[src/rtl/perf_pkg.sv]
// Shared constants and state type for perf_reporter.
// Defining PERF_RETIRE_COUNT_EN adds the retired-instruction word ahead of the PC word.
package perf_pkg;

  localparam int unsigned IDX_W = 3;
  typedef logic [IDX_W-1:0] idx_t;

  localparam idx_t IDX_CYCLES   = 3'd0;
  localparam idx_t IDX_STALLS   = 3'd1;
  localparam idx_t IDX_FLUSHES  = 3'd2;
  localparam idx_t IDX_BRANCHES = 3'd3;
  localparam idx_t IDX_RETIRED  = 3'd4;

  localparam idx_t LAST_IDX_BASE   = 3'd4;
  localparam idx_t LAST_IDX_RETIRE = 3'd5;

`ifdef PERF_RETIRE_COUNT_EN
  localparam bit RETIRE_EN = 1'b1;
`else
  localparam bit RETIRE_EN = 1'b0;
`endif

  // The PC word always closes the report, right after the last counter word.
  localparam idx_t IDX_PC   = RETIRE_EN ? idx_t'(IDX_RETIRED + 3'd1) : IDX_RETIRED;
  localparam idx_t LAST_IDX = RETIRE_EN ? LAST_IDX_RETIRE : LAST_IDX_BASE;

  localparam int unsigned NUM_WORDS = int'(LAST_IDX) + 1;

  typedef enum logic {
    IDLE = 1'b0,
    SEND = 1'b1
  } state_e;

endpackage

[src/rtl/perf_counter.sv]
// Single wrapping event counter: clear beats increment, increment needs both enable and inc.
module perf_counter #(
  parameter int DATA_WIDTH = 32
) (
  input  logic                  clock,
  input  logic                  reset,
  input  logic                  clear,
  input  logic                  enable,
  input  logic                  inc,
  output logic [DATA_WIDTH-1:0] count
);

  logic [DATA_WIDTH-1:0] count_q, count_d;

  // NOTE: default assignment first so every path drives count_d and no latch is inferred.
  always_comb begin
    count_d = count_q;
    if (clear) begin
      count_d = '0;
    end else if (enable && inc) begin
      count_d = count_q + DATA_WIDTH'(1);
    end
  end

  // NOTE: non-blocking assignment so every flop samples its pre-edge inputs.
  always_ff @(posedge clock or negedge reset) begin
    if (!reset) begin
      count_q <= '0;
    end else begin
      count_q <= count_d;
    end
  end

  assign count = count_q;

endmodule

[src/rtl/perf_reporter.sv]
// Core performance counters with a snapshot-and-stream report interface (valid/ready).
// Build option: PERF_RETIRE_COUNT_EN adds a retired-instruction counter as report word 4.
module perf_reporter
  import perf_pkg::*;
#(
  parameter int DATA_WIDTH   = 32,
  parameter int ADDRESS_BITS = 20
) (
  input  logic                    clock,
  input  logic                    reset,
  input  logic                    start,
  input  logic                    stall,
  input  logic                    flush,
  input  logic [1:0]              next_PC_sel,
  input  logic                    retire_valid,
  input  logic [ADDRESS_BITS-1:0] memwb_inst_PC,
  input  logic                    report,
  input  logic                    out_ready,
  output logic                    out_valid,
  output logic [DATA_WIDTH-1:0]   out_data,
  output logic [2:0]              out_index,
  output logic                    out_last,
  output logic                    busy
);

  state_e                state_q, state_d;
  idx_t                  idx_q, idx_d;
  logic                  count_en_q, count_en_d;
  logic [DATA_WIDTH-1:0] shadow_q [NUM_WORDS];
  logic [DATA_WIDTH-1:0] shadow_d [NUM_WORDS];
  logic [DATA_WIDTH-1:0] live     [NUM_WORDS];
  logic [DATA_WIDTH-1:0] cycles_cnt, stalls_cnt, flushes_cnt, branches_cnt;
  logic [DATA_WIDTH-1:0] send_word;

  // Counting is armed by the first start and only a reset disarms it.
  always_comb count_en_d = count_en_q | start;

  perf_counter #(.DATA_WIDTH(DATA_WIDTH)) u_cycles (
    .clock(clock), .reset(reset), .clear(start), .enable(count_en_q),
    .inc(1'b1), .count(cycles_cnt)
  );

  perf_counter #(.DATA_WIDTH(DATA_WIDTH)) u_stalls (
    .clock(clock), .reset(reset), .clear(start), .enable(count_en_q),
    .inc(stall), .count(stalls_cnt)
  );

  perf_counter #(.DATA_WIDTH(DATA_WIDTH)) u_flushes (
    .clock(clock), .reset(reset), .clear(start), .enable(count_en_q),
    .inc(flush), .count(flushes_cnt)
  );

  perf_counter #(.DATA_WIDTH(DATA_WIDTH)) u_branches (
    .clock(clock), .reset(reset), .clear(start), .enable(count_en_q),
    .inc(|next_PC_sel), .count(branches_cnt)
  );

`ifdef PERF_RETIRE_COUNT_EN
  logic [DATA_WIDTH-1:0] retired_cnt;

  perf_counter #(.DATA_WIDTH(DATA_WIDTH)) u_retired (
    .clock(clock), .reset(reset), .clear(start), .enable(count_en_q),
    .inc(retire_valid), .count(retired_cnt)
  );
`else
  logic retire_valid_unused;
  assign retire_valid_unused = retire_valid;
`endif

  // Counter outputs are the registered values, so a snapshot sees pre-increment/pre-clear state.
  always_comb begin
    for (int i = 0; i < NUM_WORDS; i++) live[i] = '0;
    live[IDX_CYCLES]   = cycles_cnt;
    live[IDX_STALLS]   = stalls_cnt;
    live[IDX_FLUSHES]  = flushes_cnt;
    live[IDX_BRANCHES] = branches_cnt;
`ifdef PERF_RETIRE_COUNT_EN
    live[IDX_RETIRED]  = retired_cnt;
`endif
    live[IDX_PC]       = DATA_WIDTH'(memwb_inst_PC);
  end

  always_comb begin
    state_d  = state_q;
    idx_d    = idx_q;
    shadow_d = shadow_q;
    case (state_q)
      IDLE: begin
        if (report) begin
          shadow_d = live;
          idx_d    = '0;
          state_d  = SEND;
        end
      end
      SEND: begin
        if (out_ready) begin
          if (idx_q == LAST_IDX) begin
            idx_d   = '0;
            state_d = IDLE;
          end else begin
            idx_d = idx_q + idx_t'(1);
          end
        end
      end
      default: state_d = IDLE;
    endcase
  end

  always_ff @(posedge clock or negedge reset) begin
    if (!reset) begin
      state_q    <= IDLE;
      idx_q      <= '0;
      count_en_q <= 1'b0;
      // NOTE: the shadow words are plain flops, cleared so a post-reset report never carries stale data.
      for (int i = 0; i < NUM_WORDS; i++) shadow_q[i] <= '0;
    end else begin
      state_q    <= state_d;
      idx_q      <= idx_d;
      count_en_q <= count_en_d;
      for (int i = 0; i < NUM_WORDS; i++) shadow_q[i] <= shadow_d[i];
    end
  end

  always_comb begin
    send_word = '0;
    for (int i = 0; i < NUM_WORDS; i++) begin
      if (idx_q == idx_t'(i)) send_word = shadow_q[i];
    end
  end

  assign out_valid = (state_q == SEND);
  assign busy      = (state_q == SEND);
  assign out_index = idx_q;
  assign out_last  = out_valid && (idx_q == LAST_IDX);
  assign out_data  = out_valid ? send_word : '0;

endmodule

[config.mk]
export PLATFORM = sky130hd
export DESIGN_NAME = perf_reporter
export DESIGN_NICKNAME = d
export VERILOG_FILES = /design/src/rtl/perf_pkg.sv /design/src/rtl/perf_counter.sv /design/src/rtl/perf_reporter.sv
export SDC_FILE = /design/constraint.sdc
export NUM_CORES = 1
export LEC_CHECK = 0
export BUFFER_PORTS_ARGS = -buffer_cell sky130_fd_sc_hd__buf_4
export CORE_AREA = 10 10 221 223
export DETAILED_ROUTE_END_ITERATION = 8
export DIE_AREA = 0 0 231 233
export GPL_ROUTABILITY_DRIVEN = 0
export GPL_TIMING_DRIVEN = 0
export SLEW_MARGIN = 20
export SYNTH_ARGS = -nofsm -noshare
export SYNTH_HDL_FRONTEND = slang
export SYNTH_SLANG_ARGS = --single-unit
export TNS_END_PERCENT = 5
[constraint.sdc]
create_clock -name clock -period 3.55 [get_ports clock]
set_input_delay 0.355 -clock clock [delete_from_list [all_inputs] [get_ports clock]]
set_output_delay 0.355 -clock clock [all_outputs]
set_load 0.05 [all_outputs]
**Yosys cells after proc, flatten, opt, wreduce, memory -nomap -nowiden**

Cells that the tools add are included.

- Multiplexer cells: 22
- $add $sub $neg: 5
- Bitwise logic cells: 2
- Reductions and logical operators: 12
- Equality and inequality tests: 6

Operator list:

| operator | count |
|---|---|
| two-way mux 32 bit | 14 |
| adder 32 x 1 -> 32 bit, second input constant | 4 |
| two-way mux 3 bit | 3 |
| nonzero test 2 bit | 4 |
| == test 3 x 2 -> 1 bit, second input constant | 2 |
| case mux 3 bit (2 select lines) | 1 |
| logical AND 1 bit | 4 |
| != test 2 bit, second input constant | 2 |
| AND reduction 2 bit | 2 |
| adder 3 x 1 -> 3 bit, second input constant | 1 |
| == test 3 x 1 -> 1 bit, second input constant | 1 |
| == test 3 bit, second input constant | 1 |
| logical NOT 3 bit | 1 |
| two-way mux 1 bit | 3 |
| case mux 1 bit (2 select lines) | 1 |
| OR reduction 2 bit | 1 |
| inverter 1 bit | 1 |
| OR 1 bit | 1 |

- Input port bits: 30
- Register bits after elaboration: 281
- Output and inout bits: 38
- Logic and storage cells: 59

**Depth between registers and ports, before layout**

Gate-level depths: netlist of the first run.

- Depth in word-level cells: 7
- Mapped depth: 9
- Gate-level depth less buffers: 7

**By module**

Synthesis of the first run repeated with hierarchy kept, for this count alone.

- Cell total of the unflattened synthesis: 1304
- Area total of the unflattened synthesis: 14027.2 um2

Modules (own cells, without submodules):

| module | instances | seq. area each (um2) | cells each | area an instance (um2) |
|---|---|---|---|---|
| perf_reporter | 1 | 3828.7 | 552 | 7095.6 |
| perf_counter | 4 | 800.8 | 188 | 1732.9 |

**Least setup slack after synthesis of the first run**

OpenSTA, ideal clock, no wires.

- Kind: flip-flop to output port
- Start: reg idx_q[1], in the netlist out_index[1]
- End: out out_data[12]
- Arrival time: 2.820 ns
- Path buffers: 1
- Stages on the path, launching flop included: 9
- Slack: 0.375 ns
- Data required time: 3.195 ns
- Path through: dfrtp_1 inv_1 ha_1 nor3b_1 clkbuf_1 a221oi_1 nor3_1 a21oi_1 a21oi_1

- Word-level cells in the longest chain between the ends: 7
- Elaborated cells between the ends (all ways): 11
- Classes of those cells: eq/ne (4); mux (6); reduce/logical (1)

RTL lines:

| item | line | source |
|---|---|---|
| start, declared | perf_reporter.sv:27 | `idx_t idx_q, idx_d;` |
| start signal, assigned | perf_reporter.sv:118 | `idx_q <= idx_d;` |
| logical NOT 3 bit | perf_reporter.sv:127 | `if (idx_q == idx_t'(i)) send_word = shadow_q[i];` |
| two-way mux 32 bit (4 in series) | perf_reporter.sv:127 |  |
| two-way mux 32 bit * | perf_reporter.sv:127 |  |
| two-way mux 32 bit * | perf_reporter.sv:135 | `assign out_data = out_valid ? send_word : '0;` |
| end, declared | perf_reporter.sv:20 | `output logic [DATA_WIDTH-1:0] out_data,` |

Every way passes the cells marked *; elsewhere a longest branch is shown, timed or not.

**Worst setup path in the final report of the first run**

- Start: reg idx_q[1], in the netlist out_index[1]
- End: out out_data[10]

The elaborated chain is that of the path after synthesis.

==> metrics, run 1 <==
worst relative slew slack=0.276; CP Max Fanout=10; EDFF count, synth=0; register area=7030 µm²; hpwl dp=about 25000 µm; die width=around 230 µm; top cell type's share of synthesized area=0.532; setup TNS=0 ns; Sink Count=281; Pwr per Cell Area=between 600 and 700 nW/µm²; Die Span Y=approximately 230 µm; vias per cell=a little under 5; f_max=about 0.28 GHz; total number of yosys warnings=0; CTS max path bufs=3; vias in the first global route=roughly 9500; sequential share of power=0.356; maximum VDD drop=around 640 µV; Worst-Margin Slew=between 1 and 1.5 ns; Reg clk slew, reported paths=roughly 0.060 ns; aggregate global routing overflow=0; multi-input logic area=approximately 5900 µm²; Hold WS=0.0313 ns; crit path kind=reg2out; ys async rst share=1.00; Port Buffers=66; post-synthesis cell count=roughly 1200; Initial Util=0.299; Slew Limit Fails=0; Die ar.=~54000 µm²; # Max-Cap Violations=0; Top FF cell, synth=dfrtp_1; final hold violations=0; row count=just under 80; Logic pwr share=0.337; unique cell type count in the Yosys netlist=50; Post-CTS Setup Bufs=0; clock power share=0.306; CP startpoint kind=flip-flop; min cycle time layout=3.51 ns; io pins=between 60 and 70; layout cell share with drive strength beyond 1=0.218; run status=complete, no violations; P_leak=approximately 6.8 nW; Internal=0.00637 W; CTS Buf Count=31; Final setup viols=0; Post-layout nets=around 1400; core area=approximately 44000 µm²; DR DRC count=0; Yosys reg bits=between 200 and 300; CP endpoint kind=primary output; critical path arrival=3.16 ns; first-pass GRT wire length=54500 µm; min-delay worst type=in2reg; Area Growth Syn to Fin=17.8%; most frequent cells in the layout=dfrtp_1, nor2_1, mux2_2; net count after synthesis=1261; post-place setup slack=about 0.069 ns; Filler cells=4419; clk root buf=clkbuf_16; WL/cell=between 15 and 20 µm; remaining antenna violation count=0; RSZ-0062 raised after global routing=yes; setup ws final=0.0376 ns; Switching Fraction=0.375; DRT iter0 DRCs=between 700 and 800; CP required=3.19 ns; maximum number of pins on one net before global-route repair=96; initial antenna violation count=0; most common cell after layout, fill and taps aside=dfrtp_1; Final Cycle Share=0.989; synthesized area=~13000 µm²; clock skew=~0.019 ns; H-tree Lvls=1; Syn Area/Cell=10.8 µm²; Synth area leaders=dfrtp_1, mux2_2, nor2_1; Antenna diodes=0; dominant cell type by area after synthesis=dfrtp_1; CTS tree=built; total number of vias=roughly 9600; clk_lat worst skew=around 0.56 ns; final WL=between 30000 and 40000 µm; Pre-antenna DRT Iters=5; gr usage total=0.126; net switching power=around 0.0038 W; post-synthesis sequential area ratio=0.532
==> cells in the mapped netlist (all sizes together) (2+ instances only) <==
library cell and instances:
nor3b 3, or2 6, nor4b 2, or3 7, nand3 41, clkbuf 65, nor2 146, nand4 38
and4 16, xnor2 59, nand2b 2, inv 15, o21ai 52, a21oi 52, or4 3, ha 9
dfrtp 281, mux2i 2, buf 7, o22ai 12, and3 10, nor4 25, nand2 82, mux2 139
a221oi 20, xor2 55, a221o 12, and2 4, nor3 44, nor2b 4
==> stage by stage <==
stage | std cells | total power (W) | util | area, µm²
finish | 1939 | 0.0102 | 0.353 | 15600
global route | 1939 | 0.0106 | 0.353 | 15600
CTS | 1939 | 0.0103 | 0.352 | 15500
detailed placement | 1882 | 0.00709 | 0.329 | 14500
global placement | 1880 | 0.00705 | 0.327 | 14400
floorplan | 1222 | 0.00592 | - | 13200
==> final timing paths <==
check	from	endpoint	slack (ns)	depth (start not counted)
setup / recovery	out_index[1]$_DFFE_PN0P_	out_data[10]	0.04	10
hold / removal	memwb_inst_PC[2]	shadow_q[2]$_DFFE_PN0P_	0.03	2
setup reg to reg	busy$_DFF_PN0_	shadow_q[92]$_DFFE_PN0P_	0.85	5
hold reg to reg	shadow_q[93]$_DFFE_PN0P_	shadow_q[93]$_DFFE_PN0P_	0.48	2
max in group asynchronous	reset	shadow_q[110]$_DFFE_PN0P_	1.77	4
min in group asynchronous	reset	shadow_q[42]$_DFFE_PN0P_	0.39	2
==> power by group through the flow <==
stage          sequential, W  combinational [W]  clock (W)
2_1_floorplan        0.00369            0.00223          0
3_3_place_gp         0.00367            0.00338          0
3_5_place_dp         0.00367            0.00342          0
4_1_cts              0.00362            0.00345    0.00319
5_1_grt              0.00366            0.00367    0.00331
6_report             0.00363            0.00344    0.00312
==> layer usage <==
metal  up-vias  share of wire  track usage
met4         0          0.021       0.0319
met3        52          0.039       0.0178
met1      4828           0.45        0.165
li1       4529              -            -
met5         -              0            0
met2       188           0.49        0.213
==> flip-flops by register name, indices dropped and copies added (netlist names) <==
name and cells:
u_stalls.count 32, busy 1, u_flushes.count 32, count_en_q 1, u_branches.count 32, u_cycles.count 32
out_index 3, shadow_q 148
==> repair_timing <==
action | CTS | global route
resized for setup | 5 | 11
hold buffers | 1 | 0
endpoints found under the hold margin | 93 | 0
endpoints found under the setup margin | 30 | 20
==> layout make-up <==
class	count	share of cell area
sequential	281	0.452
multi-input combinational	854	0.377
clock buffer	47	0.0595
tap	592	0.0476
timing repair buffer	69	0.0365
buffer	72	0.0190
clock inverter	9	0.00466
inverter	15	0.00362
==> cell families (layout without fill, tap and decap cells) <==
logic type | count (synthesis) | after routing | share of synthesized area
multiplexers | 141 | 141 | 0.120
adder cells (fa/ha/maj) | 9 | 9 | 0.00852
AND/OR/NAND/NOR | 435 | 435 | 0.165
XOR/XNOR | 114 | 114 | 0.0756
AO/OA/AOI/OAI | 155 | 155 | 0.0721
buffers and inverters | 87 | 212 | 0.0260
flip-flops | 281 | 281 | 0.532
==> critical path: stages (launching register included) <==
cell and delay, ns:
dfrtp_1 0.43, inv_1 0.09, ha_1 0.23, nor2b_1 0.14, clkbuf_1 0.20, clkbuf_2 0.26, a221oi_1 0.59, nor3_1 0.17
a21oi_1 0.18, a21oi_1 0.09, buf_4 0.21
Power figures use the tool's default switching activity.
==> run 2: changes to the inputs <==
--- a/config.mk
+++ b/config.mk
@@ -6,11 +6,12 @@
 export NUM_CORES = 1
 export LEC_CHECK = 0
 export BUFFER_PORTS_ARGS = -buffer_cell sky130_fd_sc_hd__buf_4
-export CORE_AREA = 10 10 221 223
+export CORE_AREA = 2 2 213 215
 export DETAILED_ROUTE_END_ITERATION = 8
-export DIE_AREA = 0 0 231 233
+export DIE_AREA = 0 0 215 217
 export GPL_ROUTABILITY_DRIVEN = 0
 export GPL_TIMING_DRIVEN = 0
+export MAX_ROUTING_LAYER = met4
 export SLEW_MARGIN = 20
 export SYNTH_ARGS = -nofsm -noshare
 export SYNTH_HDL_FRONTEND = slang
==> run 2 against run 1 <==
Compared with the run above:
- sequential share of layout area is 0.40 points lower
- maximum frequency is 2.9% higher
- clock skew is 0.011 ns lower
- clock power is 7.4% higher
- critical path depth is 1 lower
- routed wire length is 1.3% lower
- final area is 0.89% higher
- power is 2.2% higher
- non-clock buffer count is 1 higher
- sequential power hardly changed
- highest routed layer unchanged
==> metrics, run 2 (synthesis results as in run 1) <==
run status=complete, no violations (unchanged); most flop-heavy register=shadow_q (unchanged); Worst-Margin Slew=0.935 ns (was 1.08 ns); multi-input logic area=5880 µm² (was 5870 µm²); most common cell after layout, fill and taps aside=dfrtp_1 (unchanged); max FFs per register=148 (unchanged); Slew Limit Fails=0 (unchanged); Sink Count=281 (unchanged); aggregate global routing overflow=0 (unchanged); Final Cycle Share=0.961 (was 0.989); maximum number of pins on one net before global-route repair=89 (was 96); CTS max path bufs=3 (unchanged); die width=215 µm (was 231 µm); min-delay worst type=in2reg (unchanged); CP required=3.19 ns (about the same); CTS tree=built (unchanged); CP Max Fanout=10 (unchanged); layout cell share with drive strength beyond 1=0.226 (was 0.218); io pins=68 (unchanged); DRT iter0 DRCs=591 (was 718); hpwl dp=24900 µm (was 25200 µm); Post-layout nets=1364 (was 1363); H-tree Lvls=1 (unchanged); first-pass GRT wire length=54900 µm (was 54500 µm); Hold WS=0.0323 ns (was 0.0313 ns); Die ar.=46700 µm² (was 53800 µm²); CTS Buf Count=31 (unchanged); worst relative slew slack=0.372 (was 0.276); Filler cells=4487 (was 4419); final non-filler cell area=15700 µm² (was 15600 µm²); CP startpoint kind=flip-flop (unchanged); final WL=34100 µm (was 34600 µm); Pwr per Cell Area=663 nW/µm² (was 655 nW/µm²); setup TNS=0 ns (unchanged); post-route insts no fill=1948 (was 1939); gr usage total=0.151 (was 0.126); remaining antenna violation count=0 (unchanged); DP Area=14600 µm² (was 14500 µm²); critical path arrival=3.06 ns (was 3.16 ns); vias in the first global route=9817 (was 9540); Area Growth Syn to Fin=18.9% (was 17.8%); vias per cell=5.01 (was 4.95); # Max-Cap Violations=0 (unchanged); clk_lat worst skew=0.55 ns (was 0.56 ns); placed cells=1891 (was 1882); most frequent cells in the layout=dfrtp_1, nor2_1, mux2_2 (unchanged); Port Buffers=66 (unchanged); clock skew=0.00787 ns (was 0.0185 ns); core area=44700 µm² (was 44100 µm²); Antenna diodes=0 (unchanged); post-place setup slack=0.172 ns (was 0.0693 ns); total number of vias=9756 (was 9597); Post-CTS Setup Bufs=0 (unchanged); WL/cell=17.5 µm (was 17.8 µm); min cycle time layout=3.41 ns (was 3.51 ns); initial antenna violation count=0 (unchanged); crit path kind=reg2out (unchanged); Final setup viols=0 (unchanged); Initial Util=0.296 (was 0.299); clk root buf=clkbuf_16 (unchanged); P_leak=6.88 nW (was 6.83 nW); Die Span Y=217 µm (was 233 µm); Reg clk slew, reported paths=0.06 ns (about the same); maximum VDD drop=434 µV (was 637 µV); RSZ-0062 raised after global routing=yes (unchanged); row count=78 (was 77); DR DRC count=0 (unchanged); Pre-antenna DRT Iters=5 (unchanged); register area=7030 µm² (unchanged); final hold violations=0 (unchanged); setup ws final=0.137 ns (was 0.0376 ns); f_max=0.293 GHz (was 0.285 GHz); CP endpoint kind=primary output (unchanged)
## run 2: worst paths after layout
check,cells past startpoint,to,from,slack (ns)
max,9,out_data[11],out_index[0]$_DFFE_PN0P_,0.14
min,2,out_index[2]$_DFFE_PN0P_,report,0.03
max reg2reg,6,shadow_q[155]$_DFFE_PN0P_,busy$_DFF_PN0_,0.95
min reg2reg,2,shadow_q[93]$_DFFE_PN0P_,shadow_q[93]$_DFFE_PN0P_,0.48
max in group asynchronous,4,u_cycles.count[27]$_DFFE_PN0P_,reset,2.08
min in group asynchronous,2,u_branches.count[10]$_DFFE_PN0P_,reset,0.30
## run 2: area by class of cell
type | count | area share
flip-flops and latches | 281 | 0.448
multi-input cells | 854 | 0.375
plain buffers | 72 | 0.0190
well taps | 600 | 0.0478
clock buffers | 40 | 0.0566
clock inverters | 16 | 0.0126
repair buffers | 70 | 0.0379
inverters | 15 | 0.00359
## run 2: what timing repair did
action,4_1_cts,5_1_grt
endpoints found under the setup margin,30,20
gates cloned,0,0
hold buffers,1,0
gates resized for setup,5,16
endpoints found under the hold margin,45,0
## run 2: power by group
group	total, W	leakage, nW	internal (W)	switching (W)
sequential	0.00363	3.85	0.00345	0.000174
combinational	0.00344	2.50	0.00107	0.00237
clock	0.00335	0.530	0.00205	0.00131
## run 2: worst max-delay path, stage by stage (launching register included)
cell      delay [ns]
dfrtp_1         0.44
inv_1           0.11
ha_1            0.21
nor3b_4         0.37
clkbuf_2        0.30
a221oi_1        0.19
nor3_1          0.37
a21oi_1         0.09
a21oi_1         0.19
buf_4           0.22
## run 2: stage by stage
step,power [W],utilization
finish,0.0104,0.351
global route,0.0109,0.351
detailed placement,0.00707,0.326
global placement,0.00702,0.323
floorplan,0.00592,-
CTS,0.0105,0.351
## run 2: layer usage
metal	global-route usage	vias up	part of all wire
met2	0.251	224	0.48
met3	0.0215	62	0.052
met4	0.0460	0	0.027
li1	-	4534	-
met5	-	-	0
met1	0.191	4936	0.44
